==> src/rtl/multicycle_ctrl_pkg.sv <==
// Purpose: shared types and codes for the multi-cycle RV32 subset control path.
// Latency: n/a (declarations only).
// Backpressure: n/a.
// Contents: FSM state enum, opcode constants, immediate-format, ALU source and ALU op codes,
//           and the opcode-class struct produced by the decoder.
package multicycle_ctrl_pkg;

   typedef enum logic [2:0] {
      ST_IDLE   = 3'd0,
      ST_FETCH  = 3'd1,
      ST_DECODE = 3'd2,
      ST_EXEC   = 3'd3,
      ST_MEM    = 3'd4,
      ST_WB     = 3'd5,
      ST_HALT   = 3'd6
   } state_t;

   localparam logic [6:0] OP_R   = 7'b0110011;
   localparam logic [6:0] OP_I   = 7'b0010011;
   localparam logic [6:0] OP_LW  = 7'b0000011;
   localparam logic [6:0] OP_SW  = 7'b0100011;
   localparam logic [6:0] OP_BEQ = 7'b1100011;

   // Immediate format select, consumed by the shared immediate generator.
   localparam logic [1:0] IMM_I = 2'b00;
   localparam logic [1:0] IMM_S = 2'b01;
   localparam logic [1:0] IMM_B = 2'b10;

   localparam logic [1:0] ALU_SRC_A_PC    = 2'b00;
   localparam logic [1:0] ALU_SRC_A_RS1   = 2'b01;
   localparam logic [1:0] ALU_SRC_A_OLDPC = 2'b10;

   localparam logic [1:0] ALU_SRC_B_RS2  = 2'b00;
   localparam logic [1:0] ALU_SRC_B_FOUR = 2'b01;
   localparam logic [1:0] ALU_SRC_B_IMM  = 2'b10;

   localparam logic [1:0] ALU_OP_ADD   = 2'b00;
   localparam logic [1:0] ALU_OP_SUB   = 2'b01;
   localparam logic [1:0] ALU_OP_FUNCT = 2'b10;

   // One-hot instruction class; all zero means the opcode is not supported.
   typedef struct packed {
      logic is_r;
      logic is_i;
      logic is_lw;
      logic is_sw;
      logic is_beq;
   } op_class_t;

endpackage

==> src/rtl/multicycle_ctrl_decode.sv <==
// Purpose: opcode-to-instruction-class decoder with illegal-opcode indication.
// Latency: purely combinational, 0 cycles.
// Backpressure: none; output follows opcode_i.
// Ports: opcode_i (IR[6:0]) in; op_class_o (one-hot class) out; illegal_o (no class matched) out.
module multicycle_ctrl_decode
   import multicycle_ctrl_pkg::*;
(
   input  logic [6:0] opcode_i,
   output op_class_t  op_class_o,
   output logic       illegal_o
);

   always_comb begin
      op_class_o = '0;
      case (opcode_i)
         OP_R:    op_class_o.is_r   = 1'b1;
         OP_I:    op_class_o.is_i   = 1'b1;
         OP_LW:   op_class_o.is_lw  = 1'b1;
         OP_SW:   op_class_o.is_sw  = 1'b1;
         OP_BEQ:  op_class_o.is_beq = 1'b1;
         default: op_class_o = '0;
      endcase
   end

   assign illegal_o = ~(|op_class_o);

endmodule

==> src/rtl/multicycle_ctrl.sv <==
// Purpose: multi-cycle main control FSM (FETCH/DECODE/EXEC/MEM/WB) for the RV32 subset core.
// Latency: R/I 4, beq 3, sw 4, lw 5 cycles with zero-wait memory; each memory wait adds 1.
// Backpressure: FETCH and MEM hold until mem_ready_i pulses; start_i only sampled at boundaries.
// Ports: clk_i/rst_i clock and async high reset; start_i run enable; opcode_i IR[6:0];
//        zero_i ALU zero; mem_ready_i memory ack; mem_*/iord/ir_write/pc_* memory and PC
//        control; imm_sel/alu_src_a/alu_src_b/alu_op datapath selects; reg_write/mem_to_reg
//        writeback control; retired_o retire count; illegal_o sticky flag; state_o debug state.
module multicycle_ctrl
   import multicycle_ctrl_pkg::*;
#(
   parameter int RET_W = 32
) (
   input  logic             clk_i,
   input  logic             rst_i,
   input  logic             start_i,
   input  logic [6:0]       opcode_i,
   input  logic             zero_i,
   input  logic             mem_ready_i,
   output logic             mem_req_o,
   output logic             mem_we_o,
   output logic             iord_o,
   output logic             ir_write_o,
   output logic             pc_write_o,
   output logic             pc_src_o,
   output logic [1:0]       imm_sel_o,
   output logic [1:0]       alu_src_a_o,
   output logic [1:0]       alu_src_b_o,
   output logic [1:0]       alu_op_o,
   output logic             reg_write_o,
   output logic             mem_to_reg_o,
   output logic [RET_W-1:0] retired_o,
   output logic             illegal_o,
   output logic [2:0]       state_o
);

   state_t           state_q, state_d;
   op_class_t        op_class;
   logic             dec_illegal;
   logic             retire;
   logic             illegal_set;
   logic [RET_W-1:0] retired_q;
   logic             illegal_q;
   state_t           boundary_state;

   multicycle_ctrl_decode u_decode (
      .opcode_i   (opcode_i),
      .op_class_o (op_class),
      .illegal_o  (dec_illegal)
   );

   // Where an instruction goes once it retires.
   assign boundary_state = start_i ? ST_FETCH : ST_IDLE;

   always_comb begin
      state_d      = state_q;
      mem_req_o    = 1'b0;
      mem_we_o     = 1'b0;
      iord_o       = 1'b0;
      ir_write_o   = 1'b0;
      pc_write_o   = 1'b0;
      pc_src_o     = 1'b0;
      imm_sel_o    = IMM_I;
      alu_src_a_o  = ALU_SRC_A_PC;
      alu_src_b_o  = ALU_SRC_B_RS2;
      alu_op_o     = ALU_OP_ADD;
      reg_write_o  = 1'b0;
      mem_to_reg_o = 1'b0;
      retire       = 1'b0;
      illegal_set  = 1'b0;

      case (state_q)
         ST_IDLE: begin
            if (start_i) state_d = ST_FETCH;
         end

         ST_FETCH: begin
            // ALU computes PC + 4 every FETCH cycle; it is only committed on the ack.
            mem_req_o   = 1'b1;
            iord_o      = 1'b0;
            alu_src_a_o = ALU_SRC_A_PC;
            alu_src_b_o = ALU_SRC_B_FOUR;
            alu_op_o    = ALU_OP_ADD;
            if (mem_ready_i) begin
               ir_write_o = 1'b1;
               pc_write_o = 1'b1;
               pc_src_o   = 1'b0;
               state_d    = ST_DECODE;
            end
         end

         ST_DECODE: begin
            // Speculatively form the branch target OldPC + immB into ALUOut.
            alu_src_a_o = ALU_SRC_A_OLDPC;
            alu_src_b_o = ALU_SRC_B_IMM;
            imm_sel_o   = IMM_B;
            alu_op_o    = ALU_OP_ADD;
            if (dec_illegal) begin
               illegal_set = 1'b1;
               state_d     = ST_HALT;
            end else begin
               state_d = ST_EXEC;
            end
         end

         ST_EXEC: begin
            alu_src_a_o = ALU_SRC_A_RS1;
            if (op_class.is_r) begin
               alu_src_b_o = ALU_SRC_B_RS2;
               alu_op_o    = ALU_OP_FUNCT;
               state_d     = ST_WB;
            end else if (op_class.is_i) begin
               alu_src_b_o = ALU_SRC_B_IMM;
               imm_sel_o   = IMM_I;
               alu_op_o    = ALU_OP_FUNCT;
               state_d     = ST_WB;
            end else if (op_class.is_lw || op_class.is_sw) begin
               alu_src_b_o = ALU_SRC_B_IMM;
               imm_sel_o   = op_class.is_sw ? IMM_S : IMM_I;
               alu_op_o    = ALU_OP_ADD;
               state_d     = ST_MEM;
            end else if (op_class.is_beq) begin
               // Compare rs1 - rs2; take the target held in ALUOut when equal.
               alu_src_b_o = ALU_SRC_B_RS2;
               alu_op_o    = ALU_OP_SUB;
               pc_src_o    = 1'b1;
               pc_write_o  = zero_i;
               retire      = 1'b1;
               state_d     = boundary_state;
            end else begin
               // IR is stable from DECODE, so this only guards against an opcode change.
               alu_src_a_o = ALU_SRC_A_PC;
               illegal_set = 1'b1;
               state_d     = ST_HALT;
            end
         end

         ST_MEM: begin
            mem_req_o = 1'b1;
            iord_o    = 1'b1;
            mem_we_o  = op_class.is_sw;
            if (mem_ready_i) begin
               if (op_class.is_sw) begin
                  retire  = 1'b1;
                  state_d = boundary_state;
               end else begin
                  state_d = ST_WB;
               end
            end
         end

         ST_WB: begin
            reg_write_o  = 1'b1;
            mem_to_reg_o = op_class.is_lw;
            retire       = 1'b1;
            state_d      = boundary_state;
         end

         ST_HALT: state_d = ST_HALT;

         default: state_d = ST_IDLE;
      endcase
   end

   always_ff @(posedge clk_i or posedge rst_i) begin
      if (rst_i) begin
         state_q   <= ST_IDLE;
         retired_q <= '0;
         illegal_q <= 1'b0;
      end else begin
         state_q <= state_d;
         if (retire) retired_q <= retired_q + RET_W'(1);
         if (illegal_set) illegal_q <= 1'b1;
      end
   end

   assign retired_o = retired_q;
   assign illegal_o = illegal_q;
   assign state_o   = state_q;

endmodule

==> config.mk <==
export PLATFORM = sky130hd
export DESIGN_NAME = multicycle_ctrl
export DESIGN_NICKNAME = d
export VERILOG_FILES = /design/src/rtl/multicycle_ctrl_pkg.sv /design/src/rtl/multicycle_ctrl_decode.sv /design/src/rtl/multicycle_ctrl.sv
export SDC_FILE = /design/constraint.sdc
export NUM_CORES = 1
export LEC_CHECK = 0
export BUFFER_PORTS_ARGS = -buffer_cell sky130_fd_sc_hd__buf_2
export CORE_UTILIZATION = 49
export CTS_BUF_LIST = sky130_fd_sc_hd__clkbuf_16
export CTS_CLUSTER_DIAMETER = 30
export DETAILED_ROUTE_END_ITERATION = 10
export GPL_ROUTABILITY_DRIVEN = 0
export MAX_ROUTING_LAYER = met4
export PLACE_DENSITY = 0.78
export SETUP_SLACK_MARGIN = 0.15
export SLEW_MARGIN = 20
export SYNTH_ARGS = -nofsm -noshare
export SYNTH_HDL_FRONTEND = slang
export SYNTH_SLANG_ARGS = --single-unit
==> constraint.sdc <==
create_clock -name clk_i -period 2.24 [get_ports clk_i]
set_clock_uncertainty 0.1 [all_clocks]
set_input_delay 0.112 -clock clk_i [delete_from_list [all_inputs] [get_ports clk_i]]
set_output_delay 0.112 -clock clk_i [all_outputs]
set_load 0.02 [all_outputs]
==> impl_results.md, run 1 <==
- Ys flop type: dfrtp_1
- Number of global-route vias before repair: 1,581
- CP Max Fanout: 10
- Min-Delay Path Depth: 2
- Clk pin slew, worst setup/hold paths: 0.05 ns
- Switching Share: 36.2%
- Logic pwr share: 30.8%
- Detail Placement HPWL: 3.07 mm
- Psw: 0.760 mW
- CTS tree: done
- Yosys cell types: 43
- Die Y: 65.4 microns
- Worst setup margin: 0.243 ns
- Post-Syn Area: 1970 sq um
- Hold Violations, Final: 0
- Ys Warns: 0
- Vias per inst: 5.44
- Nets@finish: 280
- Initial core utilization: 52.5%
- Sequential fraction of the synthesis area: 45.8%
- CP max-delay cell: dfrtp_2
- Overall die area: 4270 sq um
- Final ANT Viol Nets: 0
- Post-synth EDFFs: 0
- Worst EP arrival: 1.78 ns
- Drt pass-1 iters: 5
- Crit share post-route: 89.1%
- Average cell area after synthesis: 10.0 sq um
- Area delta synth->final: 27.9%
- GRT Total Usage: 22.8%
- Worst hold margin: 0.0346 ns
- Fmax: 501 MHz
- WL/cell: 13.4 microns
- Worst EP required: 2.03 ns
- Global route overflow: 0
- Cells after synthesis: 196
- Largest delay share family, worst path: simple AND/OR/NAND/NOR gates
- Crit path cell chain: and2b_2, nand3_4, nor3_2, a21o_1, buf_2
- Final Max Tran Viols: 0
- Worst Setup End Kind: primary output
- Clock network fraction of total power: 31.5%
- Setup CP Type: flip-flop to primary output
- Synth Net Count: 209
- Worst-Margin Slew: 0.451 ns
- # diodes: 0
- Clk Latency, worst-skew pair: 0.28 ns
- Post-synthesis register bit count: 36
- Final wirelength: 4.25 mm
- Setup Viol. Count Final: 0
- Setup TNS: 0 ns
- Vias: 1,718
- Fin crit period: 2.00 ns
- Leakage: 1.28 nW
- Area of the multi-input gates: 1010 sq um
- Sink Count: 36
- First-pass GRT wire length: 7.13 mm
- Largest net degree at the start of global routing: 37
- Register Area: 902 sq um
- Pre-CTS WS: 0.100 ns
- Register share of total power: 37.7%
- IO Port Bufs: 63
- CTS Buffer Depth: 2
- Unrepaired setup endpoints after global routing: true
- CTS Buf Count: 5
- Int Pwr: 1.34 mW
- Max-Cap Viols: 0
- DR iter-0 viols: 153
- Initial antenna violation count: 0
- Slowest cell delay on critical path: 0.47 ns
- Total power: 2.10 mW
- Core area: 3740 sq um
- Share of cells above drive strength 1: 32.8%
- Status: finished clean
- CP Depth: 5
- R2R cell count: 6
- FILL cells: 331
- Worst setup SP type: flip-flop
- Row cnt: 22
- Slew margin rel.: 70.0%
- Power Dens Cells: 833 nW/um^2
- Hold Crit Class: primary input to flip-flop
- Die Width: 65.4 microns
- Post-synth ARST share: 100%
- IO Pins: 64
- H-tree levels: 2
- Worst VDD drop: 0.393 mV
- Buf/Inv on CP: 1
- Root Buffer Master: clkbuf_16
- DRC violations left: 0
==> through the flow <==
stage,cell area [sq um],util [%],instances
after floorplan,1970,-,196
after global placement,2340,62.4,305
after detailed placement,2340,62.4,305
after CTS,2500,66.8,316
after global routing,2520,67.2,316
final,2520,67.2,316
==> logic make-up after synthesis <==
| kind of cell | after synthesis | synth area share (%) |
|---|---|---|
| DFF | 36 | 45.8 |
| xor gates and xnor gates | 31 | 13.8 |
| buffers and inverters | 15 | 3.63 |
| muxes | 1 | 0.572 |
| and+or+nand+nor | 87 | 24.4 |
| AOI/OAI and AO/OA | 25 | 11.1 |
| adders and majority gates | 1 | 0.636 |
==> routing by layer <==
layer  routed length (microns)  vias up  global-route usage, %  part of all wire (%)
li1                          -      827                      -                     -
met3                       252        4                   6.77                   5.9
met4                        53        0                   6.25                   1.2
met1                      1940      837                   29.4                    46
met5                         0        -                      -                     0
met2                      2000       50                   35.1                    47
==> Yosys cell counts, drive strengths merged, types with 5 or more instances <==
cell / instances / area [sq um]
dfrtp: 36 / 901
nand2: 20 / 75.1
xnor2: 20 / 175
nand3: 13 / 70.1
nor2: 12 / 45.0
nor3: 12 / 60.1
xor2: 11 / 96.3
inv: 10 / 37.5
nand4: 7 / 43.8
and3: 6 / 37.5
a21oi: 5 / 28.8
o21ai: 5 / 25.0
==> layout make-up <==
cell class	instances	area share (%)
clock buffers	5	4.97
clock inverters	3	0.597
inverters	10	1.49
multi-input cells	145	40.3
flip-flops and latches	36	35.9
well taps	48	2.39
repair buffers	69	14.4
==> power groups by stage <==
stage               Sequential (mW)  Combinational [mW]  Clock (mW)
finish                        0.791               0.645       0.661
CTS                           0.784               0.639       0.675
floorplan                     0.826               0.439           0
detailed placement            0.794               0.636           0
global placement              0.791               0.628           0
global route                  0.801               0.713       0.697
==> final timing paths <==
kind,start,endpoint,slack [ns]
setup reg to reg,state_o[2]$_DFFE_PP0P_,retired_o[10]$_DFFE_PP0P_,0.27
min in group asynchronous,rst_i,retired_o[12]$_DFFE_PP0P_,0.38
hold reg to reg,illegal_o$_DFFE_PP0P_,illegal_o$_DFFE_PP0P_,0.37
hold / removal,mem_ready_i,state_o[0]$_DFFE_PP0P_,0.03
setup / recovery,state_o[2]$_DFFE_PP0P_,pc_write_o,0.24
max in group asynchronous,rst_i,state_o[2]$_DFFE_PP0P_,1.32
==> state kept, by name, summed over array words and instances, names as in the netlist <==
| signal | cells |
|---|---|
| retired_o | 32 |
| illegal_o | 1 |
| state_o | 3 |
==> cell usage in the layout (no fill, tap or decap), types with 3 or more instances in the layout <==
cell / count
o21ai_0: 4
a21oi_1: 4
nor3_1: 11
and2_1: 3
nor2_1: 12
and4_1: 3
buf_4: 5
clkbuf_16: 5
xor2_1: 11
inv_1: 11
nand2_1: 20
dfrtp_1: 35
nand3_1: 12
nand2b_1: 3
and3_1: 6
xnor2_1: 20
nand4_1: 7
buf_2: 63
==> what timing repair did <==
action                                  CTS  global route
resized for setup                         0             3
endpoints found under the hold margin    36             0
pin swaps                                 2             0
endpoints found under the setup margin    5            18
setup buffers                             2             0
hold buffers                              1             0
Note: power is estimated with default switching activity, not from simulation.
==> run 2: changes to the inputs <==
--- a/config.mk
+++ b/config.mk
@@ -5,6 +5,7 @@
 export SDC_FILE = /design/constraint.sdc
 export NUM_CORES = 1
 export LEC_CHECK = 0
+export ABC_CLOCK_PERIOD_IN_PS = 2240
 export BUFFER_PORTS_ARGS = -buffer_cell sky130_fd_sc_hd__buf_2
 export CORE_UTILIZATION = 49
 export CTS_BUF_LIST = sky130_fd_sc_hd__clkbuf_16
@@ -12,9 +13,10 @@
 export DETAILED_ROUTE_END_ITERATION = 10
 export GPL_ROUTABILITY_DRIVEN = 0
 export MAX_ROUTING_LAYER = met4
-export PLACE_DENSITY = 0.78
+export PLACE_DENSITY = 0.77
 export SETUP_SLACK_MARGIN = 0.15
 export SLEW_MARGIN = 20
 export SYNTH_ARGS = -nofsm -noshare
 export SYNTH_HDL_FRONTEND = slang
+export SYNTH_HIERARCHICAL = 1
 export SYNTH_SLANG_ARGS = --single-unit
==> run 2 against run 1 <==
Effect of this change:
- the run now ends with negative setup slack left
- final cell count up 8.2%
- routed wire length up 20%
- sequential share of layout area down 5.2 points
- die area is 0.94% higher
- power rose by 12%
- synthesized cell count is 1.5% lower
- combinational power is 36% higher
- utilization is 11 points higher
- largest power group is now combinational logic
==> impl_results.md, run 2 <==
- Status: finished with violations
- Failing checks: negative setup slack
- Worst Setup End Kind: flip-flop
- Root Buffer Master: clkbuf_16
- Row cnt: 22 (unchanged)
- DR iter-0 viols: 101 (-34%)
- Final ANT Viol Nets: 0 (unchanged)
- Sink Count: 36 (unchanged)
- Die Y: 65.7 microns (+0.47%)
- Dominant cell by count in the synthesized netlist: dfrtp_1
- CP endpoint: retired_o[16]$_DFFE_PP0P_
- CTS Buffer Depth: 2 (unchanged)
- Synth Net Count: 206 (-1.4%)
- Placed cell areas: 2490 sq um (+6.8%)
- Cells after synthesis: 193 (-1.5%)
- IO Port Bufs: 63 (unchanged)
- Crit Reg-Reg Endpoint: retired_o[16]$_DFFE_PP0P_
- Commonest cells after routing, fill and taps aside: buf_2, dfrtp_1, buf_4
- GRT Total Usage: 24.8% (+1.9 points)
- Setup CP Type: primary input to flip-flop
- Worst EP required: 2.34 ns (+0.31 ns)
- Buf/Inv on CP: 4 (+3)
- Post-synthesis register bit count: 36 (unchanged)
- R2R cell count: 8 (+2)
- CP Max Fanout: 5 (-5)
- Post-Syn Area: 1990 sq um (+0.95%)
- Area delta synth->final: 47.9%
- Share of the synthesized area in the top cell type: 45.4% (-0.43 points)
- Fmax: 441 MHz (-12%)
- Initial antenna violation count: 0 (unchanged)
- Final Max Tran Viols: 0 (unchanged)
- Post-synth EDFFs: 0 (unchanged)
- CP max-delay cell: or4_4
- RR Startpoint: state_o[2]$_DFFE_PP0P_
- Overall die area: 4310 sq um (+0.94%)
- # diodes: 0 (unchanged)
- Clk pin slew, worst setup/hold paths: 0.06 ns (about the same)
- Core area: 3770 sq um (+0.74%)
- Utilization after layout: 77.9% (+11 points)
- Detail Placement HPWL: 3.26 mm (+5.9%)
- Final wirelength: 5.09 mm (+20%)
- Most common cell after layout, fill and taps aside: buf_2
- Vias: 1,908 (+11%)
- CTS Buf Count: 5 (unchanged)
- Ys flop type: dfrtp_1
- H-tree levels: 2 (unchanged)
- Hold Violations, Final: 0 (unchanged)
- CP Depth: 11 (+6)
- Most frequent CP cell: nor3_2
- Yosys cell types: 44 (+2.3%)
- Drt pass-1 iters: 4 (-1)
- Vias per inst: 5.58 (+2.6%)
- Setup crit start: opcode_i[2]
- IO Pins: 64 (unchanged)
- Ys Warns: 6 (+6)
- Max-Cap Viols: 0 (unchanged)
- Slowest cell delay on critical path: 0.48 ns (about the same)
- Nets@finish: 306 (+9.3%)
- Worst setup SP type: primary input
- CTS tree: done
- Largest delay share family, worst path: simple AND/OR/NAND/NOR gates
- Sequential fraction of the synthesis area: 45.4% (-0.43 points)
- Fin crit period: 2.27 ns (+0.269 ns)
- DRC violations left: 0 (unchanged)
- Clk Latency, worst-skew pair: 0.28 ns (about the same)
- Leakage: 1.56 nW (+22%)
- Ranking of synthesized cells by area: dfrtp_1, xnor2_1, xor2_1, nand4_1, nor2_1
- Setup Viol. Count Final: 4 (+4)
- Worst EP arrival: 2.37 ns (+0.59 ns)
- Hold Crit Class: primary input to flip-flop
- Pre-CTS WS: -0.169 ns (-0.269 ns)
- Finished Layout Cells: 342 (+8.2%)
- Average cell area after synthesis: 10.3 sq um (+2.5%)
- WL/cell: 14.9 microns (+11%)
- Worst-Margin Slew: 0.642 ns (+0.191 ns)
- Commonest cells in the netlist: dfrtp_1, xnor2_1, nor2_1, nand2_1, nand3_1
- Crit share post-route: 101% (+12 points)
- Die Width: 65.7 microns (+0.47%)
- Crit path cell chain: buf_6, nand4bb_4, nor3_2, or3b_4, or4_4, clkinv_8, buf_12, o2111ai_4, buf_4, nor3_2, xor2_1
- Design area: 2940 sq um (+17%)
- Inst Count DP: 317 (+3.9%)
- First-pass GRT wire length: 7.81 mm (+9.5%)
- Slew margin rel.: 56.6% (-13 points)
- Worst VDD drop: 0.742 mV (+89%)
- Cell taking the most area after synthesis: dfrtp_1
- Post-synth ARST share: 100% (unchanged)
- Power Dens Cells: 800 nW/um^2 (-4.0%)
- Share of cells above drive strength 1: 48.0% (+15 points)
- Worst setup margin: -0.0256 ns (-0.269 ns)
- Number of global-route vias before repair: 1,679 (+6.2%)
- Unrepaired setup endpoints after global routing: true
- Reg2reg setup slack: -0.02 ns (-0.29 ns)
- Global route overflow: 0 (unchanged)
- Largest net degree at the start of global routing: 26 (-30%)
- Largest register FFs: 32 (unchanged)
- Initial core utilization: 52.7% (+0.11 points)
run 2: cell count changes in the layout (fill, tap and decap cells not counted), moves of 6 or more:
cell / change
nor2_2: +6
buf_6: +8
nor3_1: -7
nand2_1: -8
buf_4: +22
run 2: layer usage:
metal / share of wire, % / track usage (%)
met5: 0 / -
met4: 0.92 / 6.52
met3: 4.9 / 5.90
met2: 50 / 38.3
met1: 44 / 32.7
run 2: worst reg2reg max path, stage by stage (launching register included):
cell and delay (ns):
dfrtp_1 0.37, nand3b_1 0.28, or4_4 0.59, clkinv_8 0.07, buf_12 0.10, o2111ai_4 0.18
buf_4 0.20, nor3_2 0.12, xor2_1 0.16
run 2: kinds of logic after synthesis:
| kind of cell | synth area share (%) |
|---|---|
| simple gates | 26.5 |
| flops | 45.4 |
| xor+xnor | 13.7 |
| compound gates | 9.26 |
| buf+inv | 3.47 |
| mux | 1.07 |
| fa+ha+maj | 0.630 |
run 2: worst min path at each step:
stage | start | endpoint | slack, ns | cells after the start
detailed placement | rst_i | retired_o[24]$_DFFE_PP0P_ | 0.03 | 2
global placement | rst_i | retired_o[24]$_DFFE_PP0P_ | 0.03 | 2
floorplan | mem_ready_i | state_o[0]$_DFFE_PP0P_ | 0.12 | 1
global route | start_i | state_o[0]$_DFFE_PP0P_ | 0.08 | 3
CTS | start_i | state_o[0]$_DFFE_PP0P_ | 0.06 | 3
finish | start_i | state_o[0]$_DFFE_PP0P_ | 0.05 | 3
run 2: cell type report:
class                   instances  area [sq um]
inverters                       9          46.3
repair buffers                 97           628
clock inverters                 3          18.8
well taps                      48          60.1
fillers                       264           835
clock buffers                   5           125
flip-flops and latches         36           901
multi-input cells             144          1160
run 2: through the flow:
stage	setup TNS [ns]	power, mW	hold WS (ns)
global route	-0.751	2.48	0.0845
finish	-0.0584	2.35	0.0504
CTS	-0.00676	2.32	0.0568
floorplan	-0.409	1.34	0.122
detailed placement	-2.80	1.63	0.0285
global placement	-1.97	1.61	0.0327
run 2: report_power, final:
part           internal [mW]  leakage (nW)  switching [mW]
registers              0.719         0.481          0.0765
logic                  0.342          1.00           0.537
clock network          0.409        0.0736           0.266
run 2: timing repair:
action,in CTS,in global routing
hold buffers,2,0
pin swaps,22,27
setup buffers,4,10
endpoints found under the hold margin,12,0
gates cloned,1,0
resized for setup,10,25
setup endpoints to repair,6,35
